[src/rtl/turn_controller.sv]
// Turn sequencer for an N-player Connect4 game: retries with forfeit, per-turn
// move timeout, and sticky win/tie results held until reset or new_game.
module turn_controller #(
    parameter int unsigned  NUM_PLAYERS    = 2,
    parameter int unsigned  TIMEOUT_CYCLES = 1000,
    parameter int unsigned  MAX_RETRIES    = 3,
    localparam int unsigned PW             = (NUM_PLAYERS > 2) ? $clog2(NUM_PLAYERS) : 1,
    localparam int unsigned RW             = $clog2(MAX_RETRIES + 1)
) (
    input  logic          clk,
    input  logic          reset,
    input  logic          new_game,
    input  logic          move_valid,
    input  logic          invalid_column,
    input  logic [1:0]    in_game_status,
    output logic [1:0]    current_state,
    output logic [PW-1:0] current_player,
    output logic [PW-1:0] winner,
    output logic [1:0]    out_game_status,
    output logic          throw_again,
    output logic          turn_skipped,
    output logic [RW-1:0] retry_count
);

    localparam int unsigned TW = $clog2(TIMEOUT_CYCLES);

    typedef enum logic [1:0] {
        S_TURN  = 2'b00,
        S_CHECK = 2'b01,
        S_WIN   = 2'b10,
        S_TIE   = 2'b11
    } state_t;

    state_t          r_state;
    state_t          w_state_nxt;
    logic [PW-1:0]   r_player, w_player_nxt;
    logic [PW-1:0]   r_winner, w_winner_nxt;
    logic [1:0]      r_status, w_status_nxt;
    logic            r_throw,  w_throw_nxt;
    logic            r_skip,   w_skip_nxt;
    logic [RW-1:0]   r_retry,  w_retry_nxt;
    logic [TW-1:0]   r_timer,  w_timer_nxt;

    logic            w_valid_move;
    logic            w_invalid_move;
    logic            w_timer_exp;
    logic            w_retry_lim;
    logic [PW-1:0]   w_player_adv;

    assign w_valid_move   = move_valid & ~invalid_column;
    assign w_invalid_move = move_valid &  invalid_column;
    assign w_timer_exp    = (r_timer == TW'(TIMEOUT_CYCLES - 1));
    assign w_retry_lim    = (r_retry >= RW'(MAX_RETRIES - 1));
    // Explicit wrap so non-power-of-2 player counts return to 0
    assign w_player_adv   = (r_player == PW'(NUM_PLAYERS - 1)) ? '0 : r_player + PW'(1);

    // State register
    always_ff @(posedge clk or negedge reset) begin
        if (!reset) r_state <= S_TURN;
        else        r_state <= w_state_nxt;
    end

    // Next-state logic
    always_comb begin
        w_state_nxt = r_state;
        if (new_game) begin
            w_state_nxt = S_TURN;
        end else begin
            case (r_state)
                S_TURN:  if (w_valid_move) w_state_nxt = S_CHECK;
                S_CHECK: begin
                    case (in_game_status)
                        2'b01:   w_state_nxt = S_WIN;
                        2'b10:   w_state_nxt = S_TIE;
                        default: w_state_nxt = S_TURN;
                    endcase
                end
                default: w_state_nxt = r_state;
            endcase
        end
    end

    // Next values of the registered outputs, timer and retry counter
    always_comb begin
        w_player_nxt = r_player;
        w_winner_nxt = r_winner;
        w_status_nxt = r_status;
        w_throw_nxt  = 1'b0;
        w_skip_nxt   = 1'b0;
        w_retry_nxt  = r_retry;
        w_timer_nxt  = r_timer;
        if (new_game) begin
            w_player_nxt = '0;
            w_winner_nxt = '0;
            w_status_nxt = 2'b00;
            w_retry_nxt  = '0;
            w_timer_nxt  = '0;
        end else begin
            case (r_state)
                S_TURN: begin
                    if (w_valid_move) begin
                        w_retry_nxt = '0;
                        w_timer_nxt = '0;
                    end else if (w_invalid_move) begin
                        w_timer_nxt = '0;
                        if (!w_retry_lim) begin
                            w_retry_nxt = r_retry + RW'(1);
                            w_throw_nxt = 1'b1;
                        end else begin
                            w_player_nxt = w_player_adv;
                            w_skip_nxt   = 1'b1;
                            w_retry_nxt  = '0;
                        end
                    end else if (w_timer_exp) begin
                        w_player_nxt = w_player_adv;
                        w_skip_nxt   = 1'b1;
                        w_retry_nxt  = '0;
                        w_timer_nxt  = '0;
                    end else begin
                        w_timer_nxt = r_timer + TW'(1);
                    end
                end
                S_CHECK: begin
                    w_timer_nxt = '0;
                    case (in_game_status)
                        2'b01: begin
                            w_winner_nxt = r_player;
                            w_status_nxt = 2'b01;
                        end
                        2'b10:   w_status_nxt = 2'b10;
                        default: w_player_nxt = w_player_adv;
                    endcase
                end
                default: w_timer_nxt = '0;
            endcase
        end
    end

    // Datapath registers
    always_ff @(posedge clk or negedge reset) begin
        if (!reset) begin
            r_player <= '0;
            r_winner <= '0;
            r_status <= 2'b00;
            r_throw  <= 1'b0;
            r_skip   <= 1'b0;
            r_retry  <= '0;
            r_timer  <= '0;
        end else begin
            r_player <= w_player_nxt;
            r_winner <= w_winner_nxt;
            r_status <= w_status_nxt;
            r_throw  <= w_throw_nxt;
            r_skip   <= w_skip_nxt;
            r_retry  <= w_retry_nxt;
            r_timer  <= w_timer_nxt;
        end
    end

    assign current_state   = r_state;
    assign current_player  = r_player;
    assign winner          = r_winner;
    assign out_game_status = r_status;
    assign throw_again     = r_throw;
    assign turn_skipped    = r_skip;
    assign retry_count     = r_retry;

endmodule

[config.mk]
export PLATFORM = sky130hd
export DESIGN_NAME = turn_controller
export DESIGN_NICKNAME = d
export VERILOG_FILES = /design/src/rtl/turn_controller.sv
export SDC_FILE = /design/constraint.sdc
export NUM_CORES = 1
export LEC_CHECK = 0
export BUFFER_PORTS_ARGS = -buffer_cell sky130_fd_sc_hd__clkbuf_2
export CORE_ASPECT_RATIO = 0.75
export CORE_MARGIN = 2
export CORE_UTILIZATION = 50
export CTS_CLUSTER_SIZE = 12
export DETAILED_ROUTE_END_ITERATION = 10
export PLACE_DENSITY_LB_ADDON = 0.12
export SLEW_MARGIN = 20
export SYNTH_ARGS = -nofsm -noshare
export SYNTH_HDL_FRONTEND = slang
export SYNTH_SLANG_ARGS = --single-unit
export TNS_END_PERCENT = 10
[constraint.sdc]
create_clock -name clk -period 2 [get_ports clk]
set_clock_uncertainty 0.15 [all_clocks]
set_input_delay 0.4 -clock clk [delete_from_list [all_inputs] [get_ports clk]]
set_output_delay 0.4 -clock clk [all_outputs]
set_load 0.005 [all_outputs]
; Word-level counts from Yosys, hierarchy flattened
; Cells that the tools add are included.
[word_totals]
reg_bits = 20
latch_bits = 0
ramBits = 0
romBits = 0
out_inout_bits = 10
word_cells = 77
memories = 0
[op_classes]
add_sub_neg = 3
mul = 0
div_mod_pow = 0
n_lt_le_gt_ge = 1
n_eq_ne = 9
shifts = 0
n_mux = 40
bitwise = 3
reduce_logical = 13
[ops]
columns = op, n
row1 = $mux W10, 5
row2 = $mux W1, 21
row3 = $mux W2, 10
row4 = $pmux W2 S2, 3
row5 = $add A10 B1 Y10 const B, 1
row6 = $eq A10 B10 Y1 const B, 1
row7 = $ne A3 B3 Y1 const B, 3
row8 = $ne A4 B4 Y1 const B, 2
row9 = $reduce_and A2 Y1, 4
row10 = $reduce_bool A2 Y1, 3
row11 = $reduce_bool A3 Y1, 2
row12 = $reduce_and A5 Y1, 1
row13 = $eq A2 B1 Y1 const B, 2
row14 = $reduce_bool A4 Y1, 1
row15 = $add A2 B1 Y2 const B, 1
row16 = $and A1 B1 Y1, 2
row17 = $eq A2 B2 Y1 const B, 1
row18 = $ge A2 B2 Y1 const B, 1
row19 = $logic_not A2 Y1, 1
row20 = $pmux W1 S2, 1
row21 = $reduce_or A2 Y1, 1
row22 = $add A1 B1 Y1 const B, 1
row23 = $not A1 Y1, 1

; Longest topological paths before layout
; Gate-level depths: netlist of run 1.
[depth]
depth_word = 7
mapped_depth = 6
depth_no_buf = 6

; Least setup slack after synthesis of run 1
; No wires, ideal clock.
[synth_path]
path_kind = input -> register
from = input port in_game_status[0]
to = register r_player, in the netlist current_player
setup_time_ns = 0.080
t_arrival_ns = 1.444
required_time_ns = 1.770
path_slack_ns = 0.326
path_stages = 6
cell_sequence = inv_1 ha_1 nor2b_4 or3_1 mux2_2 o22ai_2
[synth_via]
elab_chain_len = 4
word_cells_on_any_way = 5
classes_between = eq/ne: 3 / reduce/logical: 2
[synth_lines]
columns = item, line_no
row1 = from (decl), 15  ; input logic [1:0] in_game_status,
row2 = $eq A2 B2 Y1 or $eq A2 B1 Y1 (tied branches), 125  ; case (in_game_status)
row3 = $reduce_or A2 Y1 (no source line) *, --
row4 = $ne A3 B3 Y1 (no source line) *, --
row5 = $reduce_and A5 Y1 (no source line) *, --
row6 = to (signal assigned), 150  ; r_player <= w_player_nxt;
row7 = to (decl), 36  ; logic [PW-1:0] r_player, w_player_nxt;
; Mark *: on every way between the ends. The rest lies on a longest branch, timed or not.
; A chain may end at the register's enable or synchronous reset.

; Worst setup path in the final report of run 1
[layout_path]
from = register r_timer[0]
to = register r_timer[5]
[layout_via]
elab_chain_len = 6
word_cells_on_any_way = 7
classes_between = add/sub: 1 / eq/ne: 1 / mux: 5
[layout_lines]
columns = item, line_no
row1 = from (decl), 42  ; logic [TW-1:0] r_timer, w_timer_nxt;
row2 = from (signal assigned), 156  ; r_timer <= w_timer_nxt;
row3 = $add A10 B1 Y10 or $eq A10 B10 Y1 (tied branches), "120, 52"
row4 = $mux W10 *, 114  ; end else if (w_timer_exp) begin
row5 = $mux W10 *, 104  ; end else if (w_invalid_move) begin
row6 = $mux W10 *, 101  ; if (w_valid_move) begin
row7 = $mux W10 *, 99  ; case (r_state)
row8 = $mux W10 *, 92  ; if (new_game) begin
row9 = net w_timer_nxt[5], 42
; The timed path passes the listed nets; every way through them passes the cells marked *.

==> impl_metrics.py, run 1 <==
metrics = {
    "grt": {
        "gr-total-overflow": 0,
        "grt_max_degree": 21,
        "grt_pass1_vias": 722,
        "antenna_found_initial": 0,
        "grt_pass1_wl_mm": 3.318,
        "grt_use_total_pct": 18.45,
    },
    "logic_synthesis": {
        "yosysTopAreaCell": "dfrtp_1",
        "async_flop_share_pct": 100.0,
        "syn_inst": 104,
        "seq_area_frac_synth_pct": 49.14,
        "synthDistinctLibCells": 32,
        "ys_top_cells_by_area": "dfrtp_1 49%, nor2_1 5.9%, xnor2_1 5.2%",
        "yosysWarnings": 0,
        "synth.net_count": 114,
        "syn-cell-area_sq_um": 1018,
        "synth.top_cell.area_share_pct": 49.14,
        "synthFlopType": "dfrtp_1",
        "ys_ff_latch": 20,
        "avgSynthCellArea_sq_um": 9.793,
        "synth_edf_count": 0,
    },
    "drt": {
        "drcViolationCount": 0,
        "wl_per_cell_um": 13.18,
        "drtIter0Drc": 11,
        "viasPerCell": 5.240,
        "wl_mm": 1.925,
        "vias": 765,
        "firstDrtPassIters": 4,
        "postRouteAntennaNets": 0,
    },
    "timing": {
        "relSlewSlack_pct": 67.70,
        "hold_viol": 0,
        "slew_viol_final": 0,
        "fmax_ghz": 0.5584,
        "setup_ws_ns": 0.2092,
        "setup_tns_ns": 0,
        "worst_pin_slew_ns": 0.4845,
        "fin_crit_sh_pct": 89.54,
        "fin_crit_ns": 1.791,
        "rsz0062_at_grt": "no",
        "setup_viol": 0,
    },
    "clocking": {
        "cts_tree": "done",
        "cts_buffers": 3,
        "cts.clk_slew.worst_paths_ns": 0.11,
        "clockRootBuffer": "clkbuf_4",
        "htree_levels": 1,
        "post_cts_buffers": 0,
        "clk_latency_ns": 0.30,
        "cts_max_path_buffers": 2,
        "cts.sinks": 20,
    },
    "final_layout": {
        "stdcell_count": 146,
        "area_growth_syn_to_layout_pct": 14.00,
        "ff_latch_area_sq_um": 500.5,
        "drive_gt1_share_pct": 22.13,
        "finalInstanceArea_sq_um": 1161,
        "fill_cells": 179,
        "multi_input_comb_area_sq_um": 485.5,
        "nets": 133,
        "diodes": 0,
    },
    "die": {
        "core_sq_um": 1962,
        "die_h_um": 43.09,
        "dieArea_sq_um": 2418,
        "io_pins": 17,
        "start_util_pct": 51.91,
        "rows": 14,
        "die_w_um": 56.12,
    },
    "hold_path": {
        "min-delay-start": "invalid_column",
        "hp-class": "in -> reg",
    },
    "power_and_ir_drop": {
        "power_density_nw_per_um2": 629.3,
        "ir_drop_uv": 597.9,
        "leakage_nw": 0.5595,
    },
    "place": {
        "dpl_cell_area_sq_um": 1109,
        "dp_slack_ns": 0.1379,
        "gp_congestion": 0.7960,
        "numPortBuffers": 16,
        "dp_hpwl_mm": 1.445,
        "place_inst": 141,
    },
    "setup_path": {
        "cp.arrival_ns": 1.87,
        "startpoint": "r_timer[0]",
        "cp-start-kind": "register",
        "critPathMaxFanout": 9,
        "cp-end-kind": "register",
        "worstReg2RegStart": "r_timer[0]",
        "critical_path_class": "reg -> reg",
        "crit_required_ns": 2.08,
    },
    "status": {
        "status": "complete, no violations",
    },
    "job": {
        "maxCapViolCount": 0,
    },
}
==> synth_stat cells, drive strengths merged, types with 2 or more instances <==
cell type  count
a21oi          5
a31oi          2
and3           4
and4           2
buf            2
dfrtp         20
ha             3
inv            5
nand2          9
nand3          8
nor2          16
nor2b          2
nor3           2
o21ai          2
o31ai          2
xnor2          6
xor2           2
==> cell type report <==
| class | count | share of cell area (%) |
|---|---|---|
| Tap cell | 24 | 2.586 |
| Multi-Input combinational cell | 76 | 41.81 |
| Clock buffer | 4 | 3.125 |
| Timing Repair Buffer | 17 | 7.759 |
| Sequential cell | 20 | 43.10 |
| Inverter | 5 | 1.616 |
==> worst paths after layout <==
kind                                end  slack (ns)  cells after the start
max                          r_timer[5]        0.21                      5
min                        turn_skipped        0.24                      3
max reg2reg                  r_timer[5]        0.21                      5
min reg2reg                  r_timer[0]        0.37                      1
max in group asynchronous    r_timer[2]        0.94                      2
min in group asynchronous    r_timer[7]        0.42                      2
==> critical path, cell delays in order (launching register included) <==
cell and delay [ns]:
dfrtp_1 0.43, ha_1 0.28, and4b_1 0.23, a31oi_2 0.28
nand2_2 0.18, nor2_1 0.17
==> kinds of logic (layout without fill, tap and decap cells) <==
group	count (synthesis)	in the layout	share of synthesized area, %
simple gates	48	48	24.94
flops	20	20	49.14
compound gates	16	16	10.44
xor+xnor	8	8	6.880
buf+inv	8	26	3.808
fa+ha+maj	3	3	3.686
mux	1	1	1.106
==> through the flow <==
step                total power, mW  utilization [%]  hold slack [ns]
floorplan                    0.4777                -         -0.04559
global placement             0.5075            56.51           0.2311
detailed placement           0.5095            56.51           0.2440
CTS                          0.7428            58.86           0.2327
global route                 0.7758            59.18           0.2199
finish                       0.7307            59.18           0.2376
==> where the power goes <==
group          leakage (nW)  switching [mW]  internal (mW)
sequential            0.276          0.0131          0.413
clock                0.0210           0.117          0.111
combinational         0.262          0.0442         0.0320
total                 0.560           0.174          0.556
==> cells in the final DEF (no fill, tap or decap), types with 2 or more instances in the layout <==
master	synthesis	routed
o31ai_1	2	2
nand3_1	8	8
nor3_1	2	2
and3_1	4	4
nand2_1	8	8
clkbuf_4	0	3
o21ai_0	2	2
nor2_1	16	16
inv_1	5	5
clkbuf_2	0	16
xnor2_1	6	6
a21oi_1	5	5
dfrtp_1	20	20
and4_1	2	2
xor2_1	2	2
ha_1	3	3
==> state kept, by name (all words and copies together), names as in the netlist <==
register / flops
r_timer: 10
current_player: 1
out_game_status: 2
current_state: 2
throw_again: 1
turn_skipped: 1
winner: 1
retry_count: 2
==> repair_timing <==
item                       4_1_cts  5_1_grt
resized for setup                0        2
setup endpoints to repair        0        6
hold buffers                     1        0
hold endpoints to repair        20        0
==> metal layers <==
metal | wire length (um) | global-route usage [%]
met1 | 1066 | 27.29
met2 | 770 | 25.88
met3 | 68 | 6.402
met4 | 19 | 4.286
met5 | 0 | 0
No activity file was read; power rests on OpenSTA's default activity.
==> run 2, diff against run 1 <==
- CORE_UTILIZATION: 50 -> 45
==> impl_metrics.py, run 2 (same netlist as run 1, synthesis figures left out) <==
metrics = {
    "die": {
        "start_util_pct": 49.27,
        "die_h_um": 45.20,
        "dieArea_sq_um": 2664,
        "die_w_um": 58.94,
        "core_sq_um": 2067,
        "rows": 14,
        "io_pins": 17,
    },
    "final_layout": {
        "largest_register": "r_timer",
        "final_common_cell": "dfrtp_1",
        "fill_cells": 191,
        "area_growth_syn_to_layout_pct": 14.13,
        "nets": 134,
        "largest_register_ffs": 10,
        "diodes": 0,
        "layout_common_cells": "20 x dfrtp_1, 16 x nor2_1, 16 x clkbuf_2",
        "finalInstanceArea_sq_um": 1162,
        "drive_gt1_share_pct": 21.95,
        "postLayoutCoreUtil_pct": 56.23,
    },
    "place": {
        "gp_congestion": 0.8056,
        "numPortBuffers": 16,
        "dp_hpwl_mm": 1.520,
        "dp_slack_ns": 0.1715,
        "dpl_cell_area_sq_um": 1116,
    },
    "clocking": {
        "cts_tree": "done",
        "cts_hold_buf": 1,
        "cts.sinks": 20,
        "clockRootBuffer": "clkbuf_4",
        "cts.clk_slew.worst_paths_ns": 0.11,
        "clk_latency_ns": 0.31,
        "cts_buffers": 3,
        "cts_resized": 0,
        "htree_levels": 1,
        "post_cts_buffers": 0,
        "cts_max_path_buffers": 2,
    },
    "setup_path": {
        "cp.depth": 5,
        "worstReg2RegStart": "r_timer[1]",
        "critical_path_class": "reg -> reg",
        "cp-start-kind": "register",
        "cp-end-kind": "register",
        "cp.arrival_ns": 1.91,
        "path_delay_family": "simple AND/OR/NAND/NOR gates",
        "crit_buf_inv": 0,
        "crit_required_ns": 2.10,
        "r2r_cells": 5,
        "path_cells": "ha_1 -> and4b_1 -> a31oi_1 -> nand2_2 -> nor2_1",
        "cpMaxStageDelayCell": "dfrtp_1",
        "critPathMaxFanout": 9,
        "critical-path-max-stage-delay_ns": 0.43,
        "startpoint": "r_timer[1]",
    },
    "timing": {
        "fin_crit_sh_pct": 90.55,
        "setup_ws_ns": 0.1890,
        "worst_hold_slack_ns": 0.2307,
        "relSlewSlack_pct": 66.47,
        "worst_pin_slew_ns": 0.5030,
        "fin_crit_ns": 1.811,
        "setup_viol": 0,
        "slew_viol_final": 0,
        "fmax_ghz": 0.5522,
        "hold_viol": 0,
        "setup_tns_ns": 0,
        "rsz0062_at_grt": "no",
    },
    "power_and_ir_drop": {
        "power_switching_mw": 0.1852,
        "combPwrFrac_pct": 10.7,
        "intPower_mw": 0.5582,
        "ir_drop_uv": 488.8,
        "p_sw_share_pct": 24.92,
        "leakage_nw": 0.5631,
        "clock_power_share_pct": 32.0,
        "p_seq_share_pct": 57.3,
        "power_density_nw_per_um2": 639.6,
    },
    "drt": {
        "dr_wl_met3_um": 84,
        "top_layer": "met4",
        "drtIter0Drc": 20,
        "wl_mm": 1.990,
        "wl_per_cell_um": 13.54,
        "dr_wl_met2_um": 732,
        "drcViolationCount": 2,
        "vias": 785,
        "postRouteAntennaNets": 0,
        "firstDrtPassIters": 7,
        "wl_met1_mm": 1.153,
        "viasPerCell": 5.340,
    },
    "grt": {
        "grt_pass1_wl_mm": 3.284,
        "grt_max_degree": 21,
        "antenna_found_initial": 0,
        "gr-total-overflow": 0,
        "grt_pass1_vias": 679,
        "grt_use_total_pct": 17.09,
    },
    "job": {
        "maxCapViolCount": 0,
    },
    "hold_path": {
        "hp-class": "in -> reg",
        "min-delay-start": "new_game",
        "hold_depth": 2,
    },
    "status": {
        "status": "finished, violations left",
        "violations": "design-rule violations",
    },
}
==> run 2: cell count changes in the layout (fill, tap and decap cells not counted) <==
cell	change
o311ai_0	+1
a31oi_1	+1
a31oi_2	-1
buf_4	+1
o311ai_1	-1
==> run 2: area by class of cell <==
cell class                 count  area, sq um  area share (%)
multi-input combinational     76        479.2           41.23
tap                           24        30.03           2.583
timing repair buffer          18        97.59           8.396
inverter                       5        18.77           1.615
clock buffer                   4        36.28           3.122
sequential                    20        500.5           43.06
==> run 2: stage by stage <==
| step | total power [mW] | std cells |
|---|---|---|
| after floorplan | 0.4777 | 104 |
| after global placement | 0.5110 | 142 |
| after detailed placement | 0.5116 | 142 |
| after CTS | 0.7502 | 147 |
| after global routing | 0.7762 | 147 |
| final | 0.7434 | 147 |
==> run 2: worst paths after layout <==
check | end | slack (ns)
min in group asynchronous | r_timer[3] | 0.42
max | r_timer[3] | 0.19
max reg2reg | r_timer[3] | 0.19
min reg2reg | retry_count[0] | 0.37
max in group asynchronous | out_game_status[0] | 0.94
min | current_state[0] | 0.23
==> run 2: metal layers <==
metal,vias to the layer above,GRT usage [%]
met5,-,0
met4,0,5.455
met1,371,26.04
met3,3,6.017
li1,399,-
met2,12,22.22
==> run 2: power groups by stage <==
stage	registers, mW	clock network (mW)	logic (mW)
finish	0.426	0.238	0.0795
global placement	0.433	0	0.0776
global route	0.427	0.259	0.0895
detailed placement	0.433	0	0.0782
floorplan	0.429	0	0.0483
CTS	0.426	0.244	0.0804
==> run 3, diff against run 2 <==
- ABC_AREA: unset -> 1
- clock period: 2 -> 2.3 ns (I/O delays scaled with it)
==> impl_metrics.py, run 3 <==
metrics = {
    "place": {
        "dp_slack_ns": 0.6138,
        "dpl_cell_area_sq_um": 1141,
        "place_inst": 161,
        "gp_congestion": 0.8076,
        "dp_hpwl_mm": 1.415,
        "numPortBuffers": 16,
    },
    "die": {
        "start_util_pct": 46.22,
        "die_h_um": 45.66,
        "dieArea_sq_um": 2718,
        "core_sq_um": 2252,
        "io_pins": 17,
        "die_w_um": 59.54,
        "rows": 15,
    },
    "timing": {
        "setup_viol": 0,
        "fmax_ghz": 0.6842,
        "setup_tns_ns": 0,
        "setup_ws_ns": 0.8385,
        "rsz0062_at_grt": "no",
        "fin_crit_ns": 1.462,
        "slew_viol_final": 0,
        "relSlewSlack_pct": 67.11,
        "fin_crit_sh_pct": 63.54,
        "hold_viol": 0,
        "worst_pin_slew_ns": 0.4934,
        "worst_hold_slack_ns": 0.3169,
    },
    "clocking": {
        "htree_levels": 1,
        "cts_tree": "done",
        "cts_max_path_buffers": 2,
        "cts_buffers": 3,
        "cts.sinks": 20,
        "post_cts_buffers": 0,
        "cts.clk_slew.worst_paths_ns": 0.10,
        "cts_resized": 0,
        "clockRootBuffer": "clkbuf_4",
        "clk_latency_ns": 0.30,
    },
    "final_layout": {
        "drive_gt1_share_pct": 21.43,
        "stdcell_count": 165,
        "fill_cells": 227,
        "largest_register_ffs": 10,
        "finalInstanceArea_sq_um": 1174,
        "layout_common_cells": "22 x nand2_1, 21 x nor2_1, 20 x dfrtp_1",
        "nets": 152,
        "postLayoutCoreUtil_pct": 52.11,
        "diodes": 0,
        "area_growth_syn_to_layout_pct": 12.74,
        "final_common_cell": "nand2_1",
        "largest_register": "r_timer",
    },
    "logic_synthesis": {
        "synth_edf_count": 0,
        "synthFlopType": "dfrtp_1",
        "synth.most_common_cell": "nand2_1",
        "ys_top_cells_by_area": "dfrtp_1 48%, nand2_1 7.9%, nor2_1 7.6%",
        "syn-cell-area_sq_um": 1041,
        "synthDistinctLibCells": 27,
        "synth.top_cell.area_share_pct": 48.08,
        "seq_area_frac_synth_pct": 48.08,
        "yosysWarnings": 0,
        "syn_inst": 121,
        "synth.net_count": 131,
        "async_flop_share_pct": 100.0,
        "yosysTopAreaCell": "dfrtp_1",
        "avgSynthCellArea_sq_um": 8.603,
        "ys_ff_latch": 20,
        "ys_top_cells_by_count": "22 x nand2_1, 21 x nor2_1, 20 x dfrtp_1, 18 x inv_1, 6 x xor2_1",
    },
    "setup_path": {
        "cp.arrival_ns": 1.51,
        "crit_required_ns": 2.35,
        "cp-start-kind": "register",
        "critical_path_class": "reg -> reg",
        "critPathMaxFanout": 4,
        "cp-end-kind": "register",
    },
    "drt": {
        "wl_mm": 1.900,
        "vias": 828,
        "firstDrtPassIters": 4,
        "drcViolationCount": 0,
        "drtIter0Drc": 30,
        "wl_per_cell_um": 11.52,
        "postRouteAntennaNets": 0,
        "viasPerCell": 5.018,
    },
    "power_and_ir_drop": {
        "p_total_mw": 0.6701,
        "leakage_nw": 0.6075,
        "ir_drop_uv": 353.9,
        "power_density_nw_per_um2": 571.0,
    },
    "job": {
        "maxCapViolCount": 0,
    },
    "grt": {
        "gr-total-overflow": 0,
        "grt_pass1_wl_mm": 3.049,
        "grt_use_total_pct": 15.80,
        "grt_max_degree": 21,
        "grt_pass1_vias": 649,
        "antenna_found_initial": 0,
    },
    "status": {
        "status": "complete, no violations",
    },
    "hold_path": {
        "hp-class": "in -> reg",
    },
}
-- run 3: cell types whose count changed in the layout (fill, tap and decap cells not counted), sizes merged, moves of 2 or more --
cell,change
a21oi,-3
and3,-3
nor2b,-2
nor2,+8
and4,-2
o21ai,+2
nand2,+15
inv,+13
xor2,+4
xnor2,-6
-- run 3: cells by family after synthesis --
family | synth area share, %
flops | 48.08
compound gates | 5.890
simple gates | 29.81
fa+ha+maj | 3.606
buf+inv | 7.572
xor+xnor | 5.048
-- run 3: timing repair --
action,CTS,global route
hold endpoints to repair,20,0
hold buffers,1,0
endpoints found under the setup margin,0,0
-- run 3: per-layer routing --
metal  GRT usage [%]  routed length [um]  up-vias
li1                -                   -      418
met1           24.78                1022      384
met2           18.68                 738       22
met3           7.386                 117        4
met4           4.000                  21        0
met5               0                   0        -
-- run 3: layout make-up --
class | count | area, sq um | share of cell area [%]
clock buffers | 3 | 22.52 | 1.919
inverters | 18 | 67.56 | 5.757
multi-input cells | 82 | 461.7 | 39.34
flip-flops and latches | 20 | 500.5 | 42.64
well taps | 25 | 31.28 | 2.665
repair buffers | 17 | 90.09 | 7.676
-- run 3: path summary, 6_finish.rpt --
path | startpoint | to | slack, ns | cells past startpoint
min in group asynchronous | reset | r_timer[4] | 0.50 | 2
worst min register to register | r_timer[0] | r_timer[0] | 0.32 | 1
max in group asynchronous | reset | out_game_status[1] | 1.17 | 2
worst min-delay path | invalid_column | turn_skipped | 0.32 | 3
worst max-delay path | r_timer[0] | retry_count[0] | 0.84 | 8
worst max register to register | r_timer[0] | retry_count[0] | 0.84 | 8
-- run 3: where the power goes --
group	internal, mW	switching (mW)	leakage [nW]
logic	0.0452	0.0779	0.321
registers	0.372	0.0141	0.273
clock network	0.0611	0.0995	0.0138
total	0.479	0.191	0.608
-- run 3: critical path, stage by stage, from the launching register on --
cell and delay, ns:
dfrtp_1 0.38, ha_1 0.19, nand2_2 0.10, nor2_2 0.12, nand3_2 0.13, nand2_1 0.11, nand2_1 0.07, nand3_1 0.06
nand2_1 0.06
